===== src/rtl/alu_seq_if.sv =====
// Handshake/operand/result bundle for alu_seq. The master drives the request side
// and the slave (the ALU) drives the result side.
interface alu_seq_if #(
    parameter int WIDTH = 8
);
    logic             start;
    logic [2:0]       switches;
    logic [WIDTH-1:0] OpA;
    logic [WIDTH-1:0] OpB;
    logic [WIDTH-1:0] result;
    logic             carry;
    logic             zero;
    logic             busy;
    logic             done;

    modport master (
        output start, switches, OpA, OpB,
        input  result, carry, zero, busy, done
    );

    modport slave (
        input  start, switches, OpA, OpB,
        output result, carry, zero, busy, done
    );
endinterface


===== src/rtl/alu_seq.sv =====
// Sequential ALU: single-cycle logic/add/sub ops and, when ALU_SEQ_MUL_EN is
// defined, a WIDTH-cycle shift-add multiplier on opcode 101.
module alu_seq #(
    parameter int WIDTH = 8
) (
    input  logic     clk,
    input  logic     reset,
    alu_seq_if.slave bus
);
    typedef enum logic [1:0] {IDLE, EXEC, MUL} state_t;

    state_t           state_reg, state_next;
    logic [2:0]       op_reg;
    logic [WIDTH-1:0] a_reg, b_reg;
    logic [WIDTH-1:0] result_reg;
    logic             carry_reg, zero_reg, done_reg;

    logic [WIDTH-1:0] nand_vec;
    logic [WIDTH:0]   sum_full, diff_full;
    logic [WIDTH-1:0] exec_res;
    logic             exec_carry;

`ifdef ALU_SEQ_MUL_EN
    localparam bit MUL_ON = 1'b1;
    localparam int CW = $clog2(WIDTH + 1);
    logic [CW-1:0]      cnt_reg;
    logic [2*WIDTH-1:0] prod_reg, mcand_reg;
`else
    localparam bit MUL_ON = 1'b0;
`endif

    genvar gi;
    generate
        for (gi = 0; gi < WIDTH; gi++) begin : g_nand
            assign nand_vec[gi] = ~(a_reg[gi] & b_reg[gi]);
        end
    endgenerate

    // Bit WIDTH of the widened difference is the unsigned borrow (A < B).
    assign sum_full  = {1'b0, a_reg} + {1'b0, b_reg};
    assign diff_full = {1'b0, a_reg} - {1'b0, b_reg};

    always_comb begin
        exec_res   = '0;
        exec_carry = 1'b0;
        case (op_reg)
            3'b010: exec_res = a_reg | b_reg;
            3'b011: exec_res = a_reg & b_reg;
            3'b100: exec_res = nand_vec;
            3'b110: begin
                exec_res   = sum_full[WIDTH-1:0];
                exec_carry = sum_full[WIDTH];
            end
            3'b111: begin
                exec_res   = diff_full[WIDTH-1:0];
                exec_carry = diff_full[WIDTH];
            end
            default: begin
                exec_res   = '0;
                exec_carry = 1'b0;
            end
        endcase
    end

    always_comb begin
        state_next = state_reg;
        case (state_reg)
            IDLE: begin
                if (bus.start) begin
                    if (MUL_ON && bus.switches == 3'b101) state_next = MUL;
                    else                                  state_next = EXEC;
                end
            end
            EXEC: state_next = IDLE;
            MUL: begin
`ifdef ALU_SEQ_MUL_EN
                if (cnt_reg == CW'(WIDTH)) state_next = IDLE;
`else
                state_next = IDLE;
`endif
            end
            default: state_next = IDLE;
        endcase
    end

    always_ff @(posedge clk) begin
        if (reset) begin
            state_reg  <= IDLE;
            op_reg     <= '0;
            a_reg      <= '0;
            b_reg      <= '0;
            result_reg <= '0;
            carry_reg  <= 1'b0;
            zero_reg   <= 1'b1;
            done_reg   <= 1'b0;
`ifdef ALU_SEQ_MUL_EN
            cnt_reg    <= '0;
            prod_reg   <= '0;
            mcand_reg  <= '0;
`endif
        end else begin
            state_reg <= state_next;
            done_reg  <= 1'b0;
            case (state_reg)
                IDLE: begin
                    if (bus.start) begin
                        op_reg <= bus.switches;
                        a_reg  <= bus.OpA;
                        b_reg  <= bus.OpB;
`ifdef ALU_SEQ_MUL_EN
                        cnt_reg   <= '0;
                        prod_reg  <= '0;
                        mcand_reg <= {{WIDTH{1'b0}}, bus.OpA};
`endif
                    end
                end
                EXEC: begin
                    result_reg <= exec_res;
                    carry_reg  <= exec_carry;
                    zero_reg   <= (exec_res == '0);
                    done_reg   <= 1'b1;
                end
`ifdef ALU_SEQ_MUL_EN
                MUL: begin
                    // WIDTH shift-add steps (b_reg consumed LSB first), then one write-back cycle.
                    if (cnt_reg == CW'(WIDTH)) begin
                        result_reg <= prod_reg[WIDTH-1:0];
                        carry_reg  <= |prod_reg[2*WIDTH-1:WIDTH];
                        zero_reg   <= (prod_reg[WIDTH-1:0] == '0);
                        done_reg   <= 1'b1;
                    end else begin
                        if (b_reg[0]) prod_reg <= prod_reg + mcand_reg;
                        mcand_reg <= mcand_reg << 1;
                        b_reg     <= b_reg >> 1;
                        cnt_reg   <= cnt_reg + CW'(1);
                    end
                end
`endif
                default: ;
            endcase
        end
    end

    assign bus.result = result_reg;
    assign bus.carry  = carry_reg;
    assign bus.zero   = zero_reg;
    assign bus.done   = done_reg;
    assign bus.busy   = (state_reg != IDLE);
endmodule


===== src/flat_wrapper.sv =====
// flat-port wrapper written by rule: the top's interface ports become plain ports
module alu_seq_flat 
#(
    parameter int WIDTH = 8
)
  (clk, reset, bus_start, bus_switches, bus_OpA, bus_OpB, bus_result, bus_carry, bus_zero, bus_busy, bus_done);
  alu_seq_if #(.WIDTH(WIDTH)) bus_i ();
  input  logic clk;
  input  logic reset;
  input wire logic [$bits(bus_i.start)-1:0] bus_start;
  input wire logic [$bits(bus_i.switches)-1:0] bus_switches;
  input wire logic [$bits(bus_i.OpA)-1:0] bus_OpA;
  input wire logic [$bits(bus_i.OpB)-1:0] bus_OpB;
  output wire logic [$bits(bus_i.result)-1:0] bus_result;
  output wire logic [$bits(bus_i.carry)-1:0] bus_carry;
  output wire logic [$bits(bus_i.zero)-1:0] bus_zero;
  output wire logic [$bits(bus_i.busy)-1:0] bus_busy;
  output wire logic [$bits(bus_i.done)-1:0] bus_done;
  assign bus_i.start = bus_start;
  assign bus_i.switches = bus_switches;
  assign bus_i.OpA = bus_OpA;
  assign bus_i.OpB = bus_OpB;
  assign bus_result = bus_i.result;
  assign bus_carry = bus_i.carry;
  assign bus_zero = bus_i.zero;
  assign bus_busy = bus_i.busy;
  assign bus_done = bus_i.done;
  alu_seq #(.WIDTH(WIDTH)) u_core (.clk(clk), .reset(reset), .bus(bus_i));
endmodule

===== config.mk =====
export PLATFORM = sky130hd
export DESIGN_NAME = alu_seq_flat
export DESIGN_NICKNAME = d
export VERILOG_FILES = /design/src/rtl/alu_seq_if.sv /design/src/rtl/alu_seq.sv /design/src/flat_wrapper.sv
export SDC_FILE = /design/constraint.sdc
export NUM_CORES = 1
export LEC_CHECK = 0
export ABC_AREA = 1
export BUFFER_PORTS_ARGS = -buffer_cell sky130_fd_sc_hd__buf_2
export CAP_MARGIN = 25
export CORE_ASPECT_RATIO = 1.25
export CORE_UTILIZATION = 45
export CTS_BUF_LIST = sky130_fd_sc_hd__clkbuf_4
export CTS_CLUSTER_DIAMETER = 120
export DETAILED_ROUTE_END_ITERATION = 8
export MAX_ROUTING_LAYER = met4
export PLACE_DENSITY = 0.66
export SLEW_MARGIN = 10
export SYNTH_ARGS = -nofsm -noshare
export SYNTH_HDL_FRONTEND = slang
export SYNTH_SLANG_ARGS = --single-unit

===== constraint.sdc =====
create_clock -name clk -period 2.45 [get_ports clk]
set_input_delay 0.49 -clock clk [delete_from_list [all_inputs] [get_ports clk]]
set_output_delay 0.49 -clock clk [all_outputs]
set_load 0.1 [all_outputs]

# == Word-level counts from Yosys, hierarchy flattened ==
# Index checks and enable logic that the tools add are counted.
# classes
bitwise,19
mux,3
eq_ne,5
n_addsub,2
n_reduce_logical,4
# op_table
operator,n
$pmux 8 s5,1
$add 8x8->9,1
$eq 3x3->1 const B,3
$not 1->1,9
$sub 8x8->9,1
$and 1x1->1,8
$and 8x8->8,1
$logic_not 8->1,1
$or 8x8->8,1
$eq 3x2->1 const B,2
$logic_not 2->1,1
$pmux 1 s2,1
$reduce_and 2->1,1
$reduce_or 2->1,1
$mux 1,1
# word_totals
register_bits,31
output_inout_bits,12
in_bits,22
wordCells,41

# == Logic depth before layout (Yosys ltp) ==
# Gate-level depths: netlist (run 1).
# logic_depth
word_depth,4
mapped_depth,15
depth_no_buf,15

# == Least setup slack after synthesis (run 1) ==
# No wires, ideal clock.
# synth_timing
kind,reg2reg
from,register u_core.state_reg[0]
to,register u_core.a_reg[0]
period_less_slack_ns,1.914
path_buffers,2
t_required_ns,2.322
setup_ns,0.128
setup_slack_ns,0.536
path_stages_with_launch,6
t_arrival_ns,1.785
path_cell_list,dfxtp_1 nor2_1 inv_1 clkbuf_1 clkbuf_1 a21oi_1
# synth_via
elab_chain_len,2
# synth_rtl
item,line,text
from (decl),alu_seq.sv:12,"state_t state_reg, state_next;"
from (signal assigned),alu_seq.sv:102,state_reg <= state_next;
$logic_not 2->1,alu_seq.sv:104,case (state_reg)
$reduce_and 2->1 (no line),-,
to (signal assigned),alu_seq.sv:108,a_reg <= bus.OpA;
to (decl),alu_seq.sv:14,"logic [WIDTH-1:0] a_reg, b_reg;"
# Every way passes these cells.
# A chain may end at the register's enable or synchronous reset.

# == Worst setup path in the final report (run 1) ==
# layout_timing
from,register u_core.a_reg[0]
to,"register u_core.zero_reg, in the netlist u_core.bus.zero"
# layout_via
elab_chain_len,4
word_cells_on_any_way,8
classes_between,2 x add/sub; 1 x mux; 4 x bitwise; 1 x reduce/logical
# layout_rtl
item,line,text
branches (longest 2 deep; another with $sub 8x8->9),-,
$pmux 8 s5 (*),alu_seq.sv:46,case (op_reg)
$logic_not 8->1 (*),alu_seq.sv:120,zero_reg <= (exec_res == '0);
to (signal assigned),alu_seq.sv:120,
to (decl),alu_seq.sv:16,"logic carry_reg, zero_reg, done_reg;"
# Mark *: on every way between the ends.

==> results of run 1 <==
## power groups by stage
stage	clock network, mW	logic (mW)	registers, mW
floorplan	0	0.268	0.624
global placement	0	0.406	0.573
detailed placement	0	0.409	0.575
CTS	0.304	0.410	0.563
global route	0.327	0.467	0.569
finish	0.294	0.411	0.563
## layer usage
layer | wire (um) | GRT usage (%) | vias to the layer above
met5 | 0 | - | -
met1 | 2290 | 26.0 | 862
met2 | 2110 | 33.7 | 44
met3 | 178 | 4.57 | 8
met4 | 100 | 8.86 | 0
li1 | - | - | 1106
## cells by family (layout without fill, tap and decap cells)
group           count (synthesis)  count (layout)  share of synthesized area [%]
flops                          31              31                           28.6
compound gates                 64              64                           16.1
fa+ha+maj                      26              26                           15.7
buf+inv                        63              96                           11.3
simple gates                  137             137                           27.5
xor+xnor                        1               1                          0.404
mux                             1               1                          0.462
## final timing paths
path | endpoint | slack [ps]
worst min register to register | u_core.bus.result[4] | 460
worst max-delay path | u_core.bus.zero | 430
worst min-delay path | u_core.state_reg[0] | 350
worst max register to register | u_core.bus.zero | 430
## layout make-up
class | count | area, sq um
Clock buffer | 6 | 45.0
Clock inverter | 2 | 7.51
Fill cell | 494 | 2100
Inverter | 54 | 203
Multi-Input combinational cell | 229 | 1300
Sequential cell | 31 | 621
Tap cell | 58 | 72.6
Timing Repair Buffer | 34 | 173
## synth_stat cells
cell	number	share of area, %
a211oi_1	3	1.0
a21oi_1	28	6.5
a21oi_2	1	0.40
a22o_1	4	1.6
and2_1	1	0.29
buf_2	3	0.69
buf_4	1	0.35
clkbuf_1	5	0.87
dfxtp_1	31	29
fa_1	2	1.8
ha_1	24	14
inv_1	50	8.7
inv_2	4	0.69
mux2i_1	1	0.46
nand2_1	60	10
nand3_1	33	7.6
nand3_2	2	0.92
nand3b_1	1	0.35
nand4_1	5	1.4
nor2_1	33	5.7
nor2_4	1	0.52
nor3_1	1	0.23
o21ai_0	26	6.0
o21ai_1	1	0.23
o31ai_1	1	0.35
xnor2_1	1	0.40
## critical path, cell delays in order (launching register included)
cell and delay, ps:
dfxtp_1 350, inv_1 70, ha_1 210, fa_1 390, inv_1 70, nand2_1 60, nand2_1 110, nand3_1 110
nand2_1 80, nand2_1 60, nand3_1 70, nand3_1 100, nor2_1 120, nand3_1 80, nand3_1 70
## metrics by stage
step	power (mW)	instances	hold slack, ps
global route	1.36	414	342
detailed placement	0.984	406	443
finish	1.27	414	352
floorplan	0.893	323	468
CTS	1.28	414	345
global placement	0.980	406	438
==> results.py, run 1 <==
metrics = {
    "final_layout": {
        "diodes": 0,
        "syn_to_final_growth_pct": 11.8,
        "drive_above_1_share_pct": 13.5,
        "final_area_sq_um": 2420,
        "nets": 403,
        "final_cell_mix": "nand2_1 (60), inv_1 (50), nor2_1 (33), nand3_1 (33), buf_2 (33)",
        "final_util_pct": 53.6,
        "layout_commonest_cell": "nand2_1",
    },
    "clocking": {
        "postCtsSetupRepairBufs": 0,
        "cts_tree": "built",
        "clockBufferDepth": 2,
        "clk_pin_slew_ps": 100,
        "clk-insertion-delay-late_ps": 330,
        "cts_buffers": 5,
        "cts_root_buf": "clkbuf_4",
        "cts.sinks": 31,
        "cts_repair_resize_count": 0,
        "cts-htree-levels": 2,
        "holdBufCountCts": 0,
    },
    "place": {
        "dp_hpwl_um": 3770,
        "globalplace.congestion": 0.965,
        "port_buffers": 33,
        "dpl_cell_area_sq_um": 2370,
        "dp_slack_ps": 450,
    },
    "setup_path": {
        "crit_fanout": 3,
        "cp_data_arrival_time_ps": 2290,
        "cp-start-kind": "register",
        "timing.rr.start": "u_core.a_reg[0]",
        "worst-setup-path-type": "reg2reg",
        "startpoint": "u_core.a_reg[0]",
        "worstSetupEndpointType": "register",
        "worst_r2r_path_depth": 14,
        "required_ps": 2720,
    },
    "sta": {
        "setup_viol": 0,
        "drv_slew": 0,
        "fin_crit_ps": 2020,
        "rsz0062_at_grt": "no",
        "fmax_mhz": 496,
        "fin_crit_sh_pct": 82.4,
        "fin_ws_ps": 432,
        "fin_tns_setup_ps": 0,
        "fin_worst_skew_ps": 8.22,
        "finalHoldViolCount": 0,
        "max_slew_margin_pct": 64.7,
        "worst_slew_pin_slew_ps": 527,
    },
    "global_routing": {
        "grtUsageTotal_pct": 21.3,
        "grt_pass1_vias": 1831,
        "antenna_found_initial": 0,
        "gr-total-overflow": 0,
        "grt_pass1_wl_um": 8160,
        "grt_max_degree": 39,
    },
    "floorplan": {
        "die_y_um": 79.6,
        "core_sq_um": 4530,
        "die_area_sq_um": 5100,
        "die_x_um": 64.1,
        "initial_core_util_pct": 47.9,
        "core.rowCount": 27,
        "pin_count": 34,
    },
    "min_path": {
        "min_from": "reset",
        "hold-path-cell-count": 2,
        "min_path_type": "in2reg",
    },
    "outcome": {
        "status": "finished, final reports clean",
    },
    "synthesis": {
        "synthDistinctLibCells": 26,
        "yosysWarnings": 0,
        "synth-seq-cells": 31,
        "syn_avg_cell_area_sq_um": 6.71,
        "syn-cell-area_sq_um": 2170,
        "syn_inst": 323,
        "seq_area_frac_synth_pct": 28.6,
        "synth_fp_nets": 371,
    },
    "pwr": {
        "ir_drop_mv": 0.347,
        "pwr-share-clk_pct": 23.2,
        "seq_power_share_pct": 44.4,
        "internal_power_uw": 784,
        "power.density_nw_per_um2": 523,
        "p_comb_share_pct": 32.4,
        "power_switching_uw": 484,
        "swShare_pct": 38.1,
        "power_leakage_nw": 1.23,
    },
    "routing": {
        "wirelength_um": 4680,
        "wl_per_cell_um": 11.3,
        "vias": 2020,
        "via_per_inst": 4.88,
        "drc": 0,
        "first_pass_iters": 4,
        "ant_nets": 0,
        "drtIter0Drc": 69,
    },
    "flow_run": {
        "timing.max_cap.violations": 0,
    },
}
Note: power is estimated with default switching activity, not from simulation.
==> run 2, diff against run 1 <==
ABC_AREA = 0   (was 1)
PLACE_DENSITY = 0.68   (was 0.66)
clock period = 1.6 ns   (was 2.45 ns; I/O delays follow)
==> results.py, run 2 <==
metrics = {
    "flow_run": {
        "timing.max_cap.violations": 0,
    },
    "pwr": {
        "power.density_nw_per_um2": 672,
        "ir_drop_mv": 0.501,
        "power_leakage_nw": 1.51,
    },
    "global_routing": {
        "grt_max_degree": 21,
        "gr-total-overflow": 0,
        "grt_pass1_vias": 2394,
        "grt_pass1_wl_um": 10800,
        "grtUsageTotal_pct": 27.4,
        "antenna_found_initial": 0,
    },
    "outcome": {
        "violations": "setup timing",
        "status": "finished with violations",
    },
    "synthesis": {
        "syn_avg_cell_area_sq_um": 7.61,
        "synth_fp_nets": 346,
        "synth.most_common_cell": "nand2_1",
        "synthDistinctLibCells": 50,
        "synth_commonest_cells": "nand2_1 (50), a21oi_1 (39), dfxtp_1 (31), nor2_1 (28)",
        "ys.flop_type": "dfxtp_1",
        "synth-seq-cells": 31,
        "async_flop_share_pct": 0,
        "syn-cell-area_sq_um": 2270,
        "syn_inst": 298,
        "yosysWarnings": 0,
        "synthTopCellsByArea": "dfxtp_1 (27%), ha_1 (13%), a21oi_1 (8.6%)",
        "seq_area_frac_synth_pct": 27.4,
        "synth_top_cell_by_area": "dfxtp_1",
        "synth_top_cell_area_share_pct": 27.4,
        "synth-edff-count": 0,
    },
    "routing": {
        "drc": 0,
        "wl_per_cell_um": 14.8,
        "via_per_inst": 5.40,
        "first_pass_iters": 4,
        "ant_nets": 0,
        "wirelength_um": 6680,
        "drtIter0Drc": 104,
        "vias": 2434,
    },
    "floorplan": {
        "pin_count": 34,
        "initial_core_util_pct": 47.3,
        "die_x_um": 65.5,
        "core.rowCount": 28,
        "core_sq_um": 4800,
        "die_y_um": 81.4,
        "die_area_sq_um": 5330,
    },
    "clocking": {
        "cts_tree": "built",
        "cts_root_buf": "clkbuf_4",
        "cts.sinks": 31,
        "cts_buffers": 5,
        "clk-insertion-delay-late_ps": 350,
        "cts-htree-levels": 2,
        "clk_pin_slew_ps": 100,
        "holdBufCountCts": 0,
        "clockBufferDepth": 2,
    },
    "place": {
        "port_buffers": 33,
        "dp_hpwl_um": 4550,
        "dpl_cell_area_sq_um": 2980,
        "dp_slack_ps": -593,
        "globalplace.congestion": 0.964,
    },
    "sta": {
        "fmax_mhz": 466,
        "fin_ws_ps": -545,
        "fin_worst_skew_ps": 13.0,
        "rsz0062_at_grt": "yes",
        "max_slew_margin_pct": 68.1,
        "drv_slew": 0,
        "fin_crit_sh_pct": 134,
        "worst_slew_pin_slew_ps": 482,
        "fin_crit_ps": 2150,
        "setup_viol": 9,
        "finalHoldViolCount": 0,
    },
    "final_layout": {
        "multi_input_area_sq_um": 1760,
        "drive_above_1_share_pct": 47.6,
        "fillCellCount": 386,
        "final_cell_mix": "buf_4 (61), nand2_1 (48), a21oi_1 (33), buf_2 (32), nor2_1 (25)",
        "layout_commonest_cell": "buf_4",
        "syn_to_final_growth_pct": 49.0,
        "final_area_sq_um": 3380,
        "nets": 438,
        "seqCellArea_sq_um": 648,
        "diodes": 0,
    },
    "setup_path": {
        "worst_r2r_path_depth": 8,
        "r2r_end": "u_core.bus.zero",
        "regToRegSetupSlack_ps": -550,
        "required_ps": 1880,
        "timing.rr.start": "u_core.a_reg[1]",
        "cp.buffers_inverters": 1,
        "slowest_delay_ps": 380,
        "cp_top_family": "compound AO/OA/AOI/OAI gates",
        "slowest_stage": "dfxtp_4",
        "cp_data_arrival_time_ps": 2420,
        "crit_fanout": 4,
        "worstSetupEndpointType": "register",
        "worstPathCellList": "buf_6, ha_4, o21bai_4, a221oi_4, mux2i_1, o221ai_2, a211o_1, o31ai_2",
        "worst-setup-path-type": "reg2reg",
        "cp-start-kind": "register",
    },
    "min_path": {
        "min_from": "bus_OpA[5]",
        "min_path_type": "in2reg",
        "hold_path_end": "u_core.a_reg[5]",
        "hold-path-cell-count": 3,
    },
}
==> run 2: changes by cell type after synthesis, moves of 7 or more <==
cell	previous run	this run
nor3_1	1	8
nand2_1	60	50
inv_1	50	24
o21ai_0	26	4
a21oi_1	28	39
nand3_1	33	5
==> run 2: layout make-up <==
cell class	count	area share (%)
multi-input combinational	224	52.1
timing repair buffer	103	21.8
sequential	31	19.2
inverter	25	3.00
tap	60	2.22
clock buffer	7	1.55
clock inverter	1	0.148
==> run 2: metrics by stage <==
| stage | power, mW | std cells | hold WS [ps] | setup TNS (ps) | utilization (%) |
|---|---|---|---|---|---|
| 2_1_floorplan | 1.41 | 298 | 445 | -2010 | - |
| 3_3_place_gp | 1.63 | 434 | 457 | -3440 | 62.0 |
| 3_5_place_dp | 1.64 | 434 | 460 | -3830 | 62.0 |
| 4_1_cts | 2.22 | 449 | 184 | -4030 | 67.8 |
| 5_1_grt | 2.41 | 451 | 184 | -4920 | 70.4 |
| 6_report | 2.27 | 451 | 196 | -4130 | 70.4 |
==> run 2: power breakdown <==
group | total (mW) | switching, mW | leakage (nW) | internal, mW
clock network | 0.485 | 0.280 | 0.0361 | 0.205
registers | 0.856 | 0.0395 | 0.261 | 0.817
logic | 0.931 | 0.537 | 1.21 | 0.393
==> run 2: worst min-delay path, cell delays in order <==
cell	delay [ps]
buf_2	90
nand2_1	40
a21oi_1	50
==> run 2: worst max-delay path by stage <==
stage,end,startpoint,slack [ps],cells past startpoint
after global routing,u_core.bus.carry,u_core.a_reg[0],-660,11
after global placement,u_core.bus.zero,u_core.b_reg[0],-550,9
after CTS,u_core.bus.zero,u_core.a_reg[0],-510,9
after floorplan,u_core.bus.zero,u_core.a_reg[4],-510,9
final,u_core.bus.zero,u_core.a_reg[1],-550,8
after detailed placement,u_core.bus.zero,u_core.b_reg[0],-590,9
==> run 2: logic make-up (layout without fill, tap and decap cells) <==
logic type / after synthesis / after routing / synth area share, %
buffers and inverters: 43 / 136 / 8.99
adder cells (fa/ha/maj): 26 / 26 / 15.0
flip-flops: 31 / 31 / 27.4
AO/OA/AOI/OAI: 80 / 80 / 23.9
multiplexers: 5 / 5 / 2.21
AND/OR/NAND/NOR: 111 / 111 / 21.7
XOR/XNOR: 2 / 2 / 0.772
==> run 2: layer usage <==
metal | wire (um) | vias up | track usage (%)
li1 | - | 1206 | -
met5 | 0 | - | -
met3 | 390 | 18 | 5.62
met4 | 204 | 0 | 13.7
met2 | 3410 | 88 | 46.9
met1 | 2680 | 1122 | 29.7
==> run 2: repair_timing <==
action / CTS / global route
pin swaps: 25 / 24
endpoints found under the setup margin: 9 / 11
setup buffers: 7 / 3
resized for setup: 40 / 25
